### config.mk
export PLATFORM = sky130hd
export DESIGN_NAME = div
export DESIGN_NICKNAME = d
export VERILOG_FILES = /design/src/rtl/div.sv
export SDC_FILE = /design/constraint.sdc
export NUM_CORES = 1
export LEC_CHECK = 0
export CORE_MARGIN = 2
export CORE_UTILIZATION = 45
export CTS_BUF_LIST = sky130_fd_sc_hd__clkbuf_2
export DETAILED_ROUTE_END_ITERATION = 10
export PLACE_DENSITY = 0.69
export SLEW_MARGIN = 20
export SYNTH_ARGS = -nofsm -noshare
export SYNTH_HDL_FRONTEND = slang
export SYNTH_SLANG_ARGS = --single-unit
### constraint.sdc
create_clock -name clk -period 2.9 [get_ports clk]
set_input_delay 0.58 -clock clk [delete_from_list [all_inputs] [get_ports clk]]
set_output_delay 0.58 -clock clk [all_outputs]
set_load 0.005 [all_outputs]
### src/rtl/div.sv
// Multi-cycle radix-2 restoring divider for DIV/DIVU.
// One quotient bit per cycle. A nonzero divisor gives its result 33 edges after
// acceptance. A zero divisor completes on the next edge with a zero result.
module div #(
   parameter int DATA_W = 32,
   parameter int CNT_W  = 6
) (
   input  logic                  clk,
   input  logic                  rst,
   input  logic                  signed_div_i,
   input  logic [DATA_W-1:0]     opdata1_i,
   input  logic [DATA_W-1:0]     opdata2_i,
   input  logic                  start_i,
   input  logic                  annul_i,
   output logic [2*DATA_W-1:0]   result_o,
   output logic                  ready_o
);

   typedef enum logic [1:0] {FREE, BYZERO, ON, END} state_t;

   state_t                state_q, state_d;
   logic [CNT_W-1:0]      cnt_q, cnt_d;
   logic [2*DATA_W:0]     w_q, w_d;          // {partial remainder, dividend/quotient, spare}
   logic [DATA_W-1:0]     dvs_q, dvs_d;      // divisor magnitude
   logic                  neg1_q, neg1_d;    // signed divide with negative dividend
   logic                  neg2_q, neg2_d;    // signed divide with negative divisor
   logic [2*DATA_W-1:0]   result_d;
   logic                  ready_d;

   logic                  in_neg1, in_neg2;
   logic [DATA_W-1:0]     mag1, mag2;
   logic [DATA_W:0]       diff;
   logic [DATA_W-1:0]     quo, rem;

   // Operand signs and magnitudes at acceptance. 0x80000000 negates to itself.
   // When read as unsigned, that value is 2^31.
   assign in_neg1 = signed_div_i & opdata1_i[DATA_W-1];
   assign in_neg2 = signed_div_i & opdata2_i[DATA_W-1];
   assign mag1    = in_neg1 ? -opdata1_i : opdata1_i;
   assign mag2    = in_neg2 ? -opdata2_i : opdata2_i;

   // Trial subtraction. Bit DATA_W set means the partial remainder is below the divisor.
   assign diff = {1'b0, w_q[2*DATA_W-1:DATA_W]} - {1'b0, dvs_q};

   // Sign fix-up of the final quotient and remainder. Both neg flags already
   // include the signed_div qualifier.
   assign quo = (neg1_q ^ neg2_q) ? -w_q[DATA_W-1:0] : w_q[DATA_W-1:0];
   assign rem = neg1_q ? -w_q[2*DATA_W:DATA_W+1] : w_q[2*DATA_W:DATA_W+1];

   // Next-state and datapath logic; everything holds unless a state says otherwise
   always_comb begin
      state_d  = state_q;
      cnt_d    = cnt_q;
      w_d      = w_q;
      dvs_d    = dvs_q;
      neg1_d   = neg1_q;
      neg2_d   = neg2_q;
      result_d = result_o;
      ready_d  = ready_o;
      case (state_q)
         FREE: begin
            if (start_i && !annul_i) begin
               neg1_d = in_neg1;
               neg2_d = in_neg2;
               dvs_d  = mag2;
               if (opdata2_i == '0) begin
                  state_d = BYZERO;
               end else begin
                  state_d = ON;
                  cnt_d   = '0;
                  w_d     = {{DATA_W{1'b0}}, mag1, 1'b0};
               end
            end
         end
         BYZERO: begin
            if (annul_i) begin
               state_d = FREE;
            end else begin
               state_d  = END;
               result_d = '0;
               ready_d  = 1'b1;
            end
         end
         ON: begin
            if (annul_i) begin
               state_d = FREE;
               cnt_d   = '0;
            end else if (cnt_q != CNT_W'(DATA_W)) begin
               if (diff[DATA_W]) w_d = w_q << 1;
               else              w_d = {diff[DATA_W-1:0], w_q[DATA_W-1:0], 1'b1};
               cnt_d = cnt_q + CNT_W'(1);
            end else begin
               state_d  = END;
               result_d = {rem, quo};
               ready_d  = 1'b1;
            end
         end
         END: begin
            // Result is held until execute drops start_i; annul has no effect here
            if (!start_i) begin
               state_d  = FREE;
               result_d = '0;
               ready_d  = 1'b0;
            end
         end
         default: state_d = FREE;
      endcase
   end

   // State and output registers; async reset discards any in-flight divide
   always_ff @(posedge clk or negedge rst) begin
      if (!rst) begin
         state_q  <= FREE;
         cnt_q    <= '0;
         w_q      <= '0;
         dvs_q    <= '0;
         neg1_q   <= 1'b0;
         neg2_q   <= 1'b0;
         result_o <= '0;
         ready_o  <= 1'b0;
      end else begin
         state_q  <= state_d;
         cnt_q    <= cnt_d;
         w_q      <= w_d;
         dvs_q    <= dvs_d;
         neg1_q   <= neg1_d;
         neg2_q   <= neg2_d;
         result_o <= result_d;
         ready_o  <= ready_d;
      end
   end

endmodule

== Word-level counts from Yosys, hierarchy flattened ==
Index checks and enable logic that the tools add are counted.
Storage, ports and cells
  register bits: 172
  bits of input ports: 69
Cells by class
  add/sub/neg operators: 6
  equality and inequality tests: 13
  muxes and demuxes: 32
  bitwise operators: 3
  reduce and logical (&&, ||, !) cells: 11
Operators with widths (count)
  2-to-1 mux 65 bit: 5
  2-to-1 mux 64 bit: 4
  case mux 64 bit (3 select lines): 1
  case mux 65 bit (2 select lines): 1
  2-to-1 mux 32 bit: 4
  negation 32 bit: 4
  subtractor 32 x 32 -> 33 bit: 1
  zero test 32 bit: 1
  2-to-1 mux 6 bit: 4
  != test 2 bit, second input constant: 7
  2-to-1 mux 2 bit: 6
  case mux 6 bit (2 select lines): 1
  AND reduction 5 bit: 2
  case mux 2 bit (4 select lines): 1
  adder 6 x 1 -> 6 bit, second input constant: 1
  != test 3 bit, second input constant: 2
  != test 6 bit, second input constant: 1
  equality test 2 bit, second input constant: 2
  2-to-1 mux 1 bit: 4
  AND reduction 4 bit: 1
  case mux 1 bit (3 select lines): 1
  AND reduction 3 bit: 1
  nonzero test 3 bit: 1
  bitwise AND 1 bit: 2
  7 further kinds: 7

== Longest topological paths before layout ==
Gate-level depths: netlist of the first run.
  word-level depth: 5
  mapped depth: 12

== Worst setup path before layout of the first run ==
OpenSTA, ideal clock, no wires.
  kind: reg2reg
  start: register w_q[32]
  end: register w_q[43]
  setup time: 126 ps
  arrival time: 2750 ps
  data required time: 2774 ps
  setup slack: 24 ps
  stages on the path, launching flop included: 13
  clock period less this slack: 2876 ps
  cell sequence: dfrtp_1 > inv_1 > ha_1 > fa_1 > nor2b_1 > o2111a_1 > o2111ai_1 > a211oi_1 > o211ai_2 > a21oi_4 > buf_4 > nor2_1 > a221o_1
On the way
  cells in the longest elaborated chain, start to end: 5
RTL lines
  from (decl): RTL line 23  | logic [2*DATA_W:0] w_q, w_d;
  from (signal assigned): RTL line 124  | w_q <= w_d;
  subtractor 32 x 32 -> 33 bit: RTL line 43  | assign diff = {1'b0, w_q[2*DATA_W-1:DATA_W]} - {1'b0, dvs_q};
  2-to-1 mux 65 bit: RTL line 89  | if (diff[DATA_W]) w_d = w_q << 1;
  2-to-1 mux 65 bit: RTL line 88  | end else if (cnt_q != CNT_W'(DATA_W)) begin
  2-to-1 mux 65 bit: RTL line 85  | if (annul_i) begin
  case mux 65 bit (2 select lines): RTL line 60  | case (state_q)
Every way passes these cells. The select of a mux whose other input is x is not followed.
A chain may end at the register's enable or synchronous reset.

== Worst setup path after layout of the first run ==
  start: register dvs_q[0]
  end: register w_q[43]
On the way
  cells in the longest elaborated chain, start to end: 5
RTL lines
  from (decl): RTL line 24  | logic [DATA_W-1:0] dvs_q, dvs_d;
  from (signal assigned): RTL line 125  | dvs_q <= dvs_d;
  subtractor 32 x 32 -> 33 bit: RTL line 43
  2-to-1 mux 65 bit: RTL line 89
  2-to-1 mux 65 bit: RTL line 88
  2-to-1 mux 65 bit: RTL line 85
  case mux 65 bit (2 select lines): RTL line 60
Every way passes these cells. The select of a mux whose other input is x is not followed.

==> run summary, run 1 <==
CP startpoint - dvs_q[0]
YS warnings - 0
drt first pass iters - 5
max cap viols - 0
clock tree buffer depth - 2
Syn-to-layout area delta - 28.0%
non-filler cells in the finished layout - 2004
# nets final - 1770
Fin. Hold Viols - 0
Cell Area, Placed - 0.0145 mm2
slowest CP cell - dfrtp_1
routed via count - 10900
internal power - 6.10 mW
Psw - 5.11 mW
main area contributors after synthesis - dfrtp_1, o21ai_0, nand2_1
DRC errors left - 0
Syn Inst Count - 1407
Synth top area share - 36.7%
Finished Cell Area - 0.0150 mm2
total track usage - 23.7%
Req. time, crit path - 3.57 ns
type of the most critical hold path - in2async
largest net degree at the start of global routing - 69
number of global-route vias before repair - 10400
Yosys top cell by area - dfrtp_1
Synth async-reset ratio - 100%
initial antenna violation count - 1
clk sink count - 172
I/O Pins - 134
peak supply drop - 0.363 mV
Die Ht - 166 um
RR Startpoint - dvs_q[0]
combinational power share - 57.1%
CP Max Fanout - 7
critical path start-end classification - reg2reg
fin util - 58.2%
EDFF count, synth - 0
FILL cells - 2399
Reg area - 0.00430 mm2
Critical Path AT - 3.66 ns
sequential fraction of the synthesis area - 36.7%
placed cell count - 1958
Mapped Area - 0.0117 mm2
syn nets - 1521
power share of the clock group - 12.7%
Worst Tran Pin Value - 0.835 ns
Main synth FF type - dfrtp_1
1st-iter DRT viols - 710
root buf cell - clkbuf_2
CTS tree - yes
first-pass GRT wire length - 51.5 mm
Overall Power - 11.2 mW
# setup viols final - 30
core box area - 0.0258 mm2
drt wl/cell - 15.9 um
max-slew violations - 0
Yosys reg bits - 172
grt ovf - 0
Yosys cell types - 79
WL final - 31.8 mm
RSZ-0062 raised after global routing - true
port bufs - 133
Worst setup EP type - flip-flop
Sw Ratio - 45.6%
failing checks - setup timing
CTS buffer count - 17
Reg2Reg Capture Point - w_q[43]
Routed Antenna Nets - 0
layout cell share with drive strength beyond 1 - 15.3%
R2R Setup Slk - -0.09 ns
Initial Util - 45.4%
die width - 166 um
Clk Latency, worst-skew pair - 0.78 ns
fin crit period - 2.99 ns
Worst path most repeated cell - buf_12
post-place setup slack - -0.362 ns
FF-to-FF path depth - 13
power density over cell area - 746 mW/mm2
post-DP HPWL - 24.4 mm
CP endpoint - w_q[43]
die area - 0.0274 mm2
area occupied by multi-input gates - 0.00703 mm2
Max Fclk - 0.335 GHz
clk_skew - 0.0508 ns
Slew Limit Headroom - 43.8%
outcome - finished with violations
setup slack after layout - -0.0881 ns
gpl congestion - 0.909
worst stage delay on the critical path - 0.47 ns
site row count - 59
DR vias/cell - 5.44
H-tree levels - 4
Setup crit start kind - flip-flop
Flop pwr share - 30.2%
Leakage - 6.70 nW
syn_area_per_cell - 8.34 um2
Tcrit/Tclk final - 103%
Worst-path clk slew - 0.29 ns
worst path cell trace - ha_2 -> fa_2 -> nor2b_4 -> o2111a_1 -> o2111ai_2 -> a211oi_2 -> buf_4 -> o211ai_4 -> a21oi_4 -> buf_12 -> buf_12 -> nor2_1 -> a221o_1
==> final cells by class <==
type	count	area share, %
Tap cell	335	2.79
Antenna cell	1	0.0167
Multi-Input combinational cell	1102	46.8
Timing Repair Buffer	306	18.6
Inverter	57	1.42
Clock inverter	14	1.22
Clock buffer	17	0.566
Sequential cell	172	28.6
==> worst min path at each step <==
stage                               to  depth (start not counted)  slack, ns
after floorplan               cnt_q[0]                          0       0.28
after global placement       dvs_q[21]                          2       0.46
after detailed placement   result_o[3]                          2       0.47
after CTS                 result_o[10]                          2       0.26
after global routing       result_o[7]                          2       0.25
final                     result_o[10]                          2       0.30
==> metrics by stage <==
step / setup TNS [ns] / hold WS, ns
final: -1.29 / 0.297
after global routing: -6.12 / 0.252
after CTS: -2.03 / 0.257
after detailed placement: -12.94 / 0.469
after global placement: -8.50 / 0.462
after floorplan: 0 / 0.284
==> synth_stat cells, drive strengths merged (3+ instances only) <==
cell type  instances
a311oi             3
a221oi             3
inv               56
nor3b              3
a2bb2oi            5
and3               8
o41ai             13
nand4             10
a21oi             87
nor2              74
nor4              18
nand3b             4
o21ai            215
xor2              92
nand3             28
nand2            218
nor2b              9
xnor2             49
and2               6
nand2b             8
dfrtp            172
or4               16
clkbuf            55
o21a               7
or3               12
nor3              26
a211o              3
mux2i             33
buf               20
o31ai             29
a211oi             5
and3b              3
or2                7
and4               5
a31oi              4
o211ai             7
ha                44
a21o              21
==> placed cells by master, fill, tap and decap left out, types with 6 or more instances in the layout <==
master	n
a21o_1	21
a21oi_1	86
and3_1	8
buf_12	10
buf_4	157
clkbuf_2	17
clkdlybuf4s50_1	132
dfrtp_1	172
ha_1	41
inv_1	55
mux2i_1	32
nand2_1	218
nand2b_1	8
nand3_1	25
nand4_1	9
nor2_1	74
nor2b_1	8
nor3_1	23
nor4_1	12
o211ai_1	6
o21a_1	7
o21ai_0	163
o21ai_1	48
o31ai_1	26
o41ai_1	11
or2_2	6
or3_1	11
or4_1	12
xnor2_1	48
xor2_1	92
==> state kept, by name, summed over array words and instances, names as in the netlist <==
register / flops
dvs_q: 32
state_q: 2
ready_o: 1
neg1_q: 1
neg2_q: 1
w_q: 65
result_o: 64
cnt_q: 6
==> power by group through the flow <==
stage | clock, mW | combinational [mW] | sequential, mW
after global routing | 1.54 | 7.15 | 3.46
after floorplan | 0 | 4.29 | 3.27
final | 1.42 | 6.41 | 3.38
after detailed placement | 0 | 6.13 | 3.42
after global placement | 0 | 6.01 | 3.39
after CTS | 1.46 | 6.28 | 3.37
==> kinds of logic after synthesis <==
kind of cell	synth area share [%]
multiplexers	2.91
buffers and inverters	4.74
flip-flops	36.7
XOR/XNOR	10.5
AO/OA/AOI/OAI	21.6
AND/OR/NAND/NOR	18.7
adder cells (fa/ha/maj)	4.86
==> worst max-delay path: cells and delay by family, from the launching register on <==
kind / cells / cell delay, ns
AND/OR/NAND/NOR: 2 / 0.21
AO/OA/AOI/OAI: 6 / 1.16
adder cells (fa/ha/maj): 2 / 0.59
flip-flops: 1 / 0.47
buffers and inverters: 3 / 0.46
==> per-layer routing <==
layer / vias up / part of all wire, % / track usage [%]
met5: - / 0 / 0
met4: 0 / 2.0 / 6.78
met3: 46 / 5.5 / 3.27
met2: 302 / 47 / 39.2
met1: 5083 / 46 / 32.5
li1: 5479 / - / -
==> what timing repair did <==
item	in CTS	in global routing
setup buffers	8	4
gates resized for setup	22	26
gates cloned	2	1
pin swaps	9	13
hold buffers	1	0
hold endpoints to repair	58	0
endpoints found under the setup margin	32	40
Note: power is estimated with default switching activity, not from simulation.
==> inputs of run 2 (changes only) <==
Settings changed: CELL_PAD_IN_SITES_DETAIL_PLACEMENT set to 1, CELL_PAD_IN_SITES_GLOBAL_PLACEMENT set to 2, CORE_UTILIZATION 45 to 32, PLACE_DENSITY 0.69 to not set, PLACE_DENSITY_LB_ADDON set to 0.1.
==> run summary, run 2 (synthesis gave the netlist of run 1 again) <==
RR Startpoint - dvs_q[0]
largest net degree at the start of global routing - 69 (unchanged)
Critical Path AT - 3.67 ns (about the same)
DRC errors left - 0 (unchanged)
# nets final - 1789 (+1.1%)
Tcrit/Tclk final - 101% (-1.6 points)
internal power - 6.33 mW (+3.8%)
fin util - 42.6% (-16 points)
type of the most critical hold path - in2async
grt ovf - 0 (unchanged)
most frequent cells in the layout - nand2_1, buf_4, dfrtp_1
Flop pwr share - 28.8% (-1.4 points)
drt wl/cell - 17.8 um (+12%)
FF-to-FF path depth - 13 (unchanged)
port bufs - 133 (unchanged)
# setup viols final - 9 (-70%)
RSZ-0062 raised after global routing - true
site row count - 70 (+19%)
die area - 0.0382 mm2 (+40%)
root buf cell - clkbuf_2
Initial Util - 32.3% (-13 points)
combinational power share - 57.8% (+0.7 points)
WL final - 38.5 mm (+21%)
drt first pass iters - 4 (-1)
fin crit period - 2.94 ns (-0.0462 ns)
Clk Latency, worst-skew pair - 0.84 ns (+0.06 ns)
1st-iter DRT viols - 490 (-31%)
Setup TNS Final - -0.149 ns (+1.14 ns)
post-DP HPWL - 29.6 mm (+21%)
max FFs per register - 65 (unchanged)
commonest non-fill, non-tap cell in the layout - nand2_1
Req. time, crit path - 3.63 ns (+0.06 ns)
Fin. Hold Viols - 0 (unchanged)
Overall Power - 11.7 mW (+4.1%)
setup slack after layout - -0.0418 ns (+0.0462 ns)
clk sink count - 172 (unchanged)
die width - 196 um (+18%)
total track usage - 20.8% (-2.9 points)
core box area - 0.0363 mm2 (+41%)
Worst setup EP type - flip-flop
Max Fclk - 0.340 GHz (+1.6%)
outcome - finished with violations
largest registers - w_q: 65 flops, result_o: 64 flops, dvs_q: 32 flops
clock tree buffer depth - 2 (unchanged)
H-tree levels - 4 (unchanged)
Psw - 5.35 mW (+4.5%)
post-place setup slack - -0.455 ns (-0.0929 ns)
first-pass GRT wire length - 63.0 mm (+22%)
Slew Limit Headroom - 54.8% (+11 points)
I/O Pins - 134 (unchanged)
DR vias/cell - 5.07 (-6.9%)
Worst Tran Pin Value - 0.677 ns (-0.157 ns)
layout cell share with drive strength beyond 1 - 17.5% (+2.2 points)
initial antenna violation count - 1 (unchanged)
max cap viols - 0 (unchanged)
power share of the clock group - 13.4% (+0.7 points)
routed via count - 10900 (+0.16%)
Syn-to-layout area delta - 31.8%
worst stage delay on the critical path - 0.47 ns (about the same)
failing checks - setup timing
CTS buffer count - 17 (unchanged)
power density over cell area - 755 mW/mm2 (+1.1%)
slowest CP cell - dfrtp_1
number of global-route vias before repair - 11500 (+11%)
Leakage - 6.82 nW (+1.8%)
CP Max Fanout - 7 (unchanged)
Reg2Reg Capture Point - w_q[36]
Sw Ratio - 45.8% (+0.18 points)
register name with the most flops - w_q
Die Ht - 196 um (+18%)
clk_skew - 0.0387 ns (-0.0120 ns)
CTS tree - yes
max-slew violations - 0 (unchanged)
worst path cell trace - ha_4 -> fa_2 -> nor2b_2 -> o2111a_2 -> o2111ai_4 -> a211oi_2 -> buf_4 -> o211ai_4 -> a21oi_4 -> buf_6 -> buf_16 -> mux2i_2 -> o21ai_1
gpl congestion - 0.842 (-7.4%)
Setup crit start kind - flip-flop
Worst-path clk slew - 0.27 ns (-0.02 ns)
peak supply drop - 0.498 mV (+37%)
critical path start-end classification - reg2reg
R2R Setup Slk - -0.04 ns (+0.05 ns)
Routed Antenna Nets - 0 (unchanged)
run 2: cell count changes in the layout (fill, tap and decap cells not counted), sizes merged:
| cell | change |
|---|---|
| clkinv | -1 |
| bufinv | +2 |
| clkinvlp | +2 |
| clkbuf | +1 |
| buf | +20 |
| inv | -5 |
run 2: cell type report:
type	count	area, um2
clock buffer	19	95.1
fill	4340	20900
sequential	172	4300
multi-input combinational	1102	7130
timing repair buffer	325	2950
inverter	57	214
tap	468	586
clock inverter	12	195
antenna	1	2.50
run 2: metal layers:
| layer | share of wire [%] | track usage, % | routed length (um) |
|---|---|---|---|
| met5 | 0 | 0 | 0 |
| met4 | 1.6 | 6.05 | 626 |
| met3 | 2.8 | 2.38 | 1090 |
| met2 | 49 | 36.2 | 18900 |
| met1 | 47 | 27.2 | 17900 |
run 2: timing repair:
item / CTS / global route
pin swaps: 11 / 20
setup buffers: 5 / 6
setup endpoints to repair: 33 / 42
endpoints found under the hold margin: 59 / 0
resized for setup: 42 / 40
hold buffers: 1 / 0
gates cloned: 3 / 0
run 2: power groups by stage:
stage / logic [mW] / registers, mW / clock network (mW)
floorplan: 4.29 / 3.27 / 0
global placement: 6.49 / 3.38 / 0
detailed placement: 6.64 / 3.40 / 0
CTS: 6.72 / 3.36 / 1.64
global route: 7.63 / 3.44 / 1.72
finish: 6.75 / 3.36 / 1.56
run 2: worst max path at each step:
stage / startpoint / end / slack (ns) / cells after the start
detailed placement: opdata1_i[5] / w_q[31] / -0.45 / 9
finish: dvs_q[0] / w_q[36] / -0.04 / 13
floorplan: w_q[32] / w_q[43] / 0.02 / 12
CTS: w_q[32] / w_q[34] / -0.12 / 14
global route: w_q[32] / w_q[36] / -0.21 / 14
global placement: opdata1_i[5] / w_q[31] / -0.41 / 9
run 2: critical path, delay by kind of cell, from the launching register on:
kind,cells,cell delay [ns]
multiplexers,1,0.20
AND/OR/NAND/NOR,1,0.15
AO/OA/AOI/OAI,6,0.98
buffers and inverters,3,0.48
adder cells (fa/ha/maj),2,0.53
flip-flops,1,0.47
run 2: per-stage QoR:
| stage | cells | cell area (um2) | hold slack, ns |
|---|---|---|---|
| after detailed placement | 2110 | 14800 | 0.471 |
| after CTS | 2150 | 15300 | 0.220 |
| final | 2156 | 15500 | 0.285 |
| after global routing | 2156 | 15500 | 0.247 |
| after floorplan | 1407 | 11700 | 0.284 |
| after global placement | 2110 | 14800 | 0.461 |
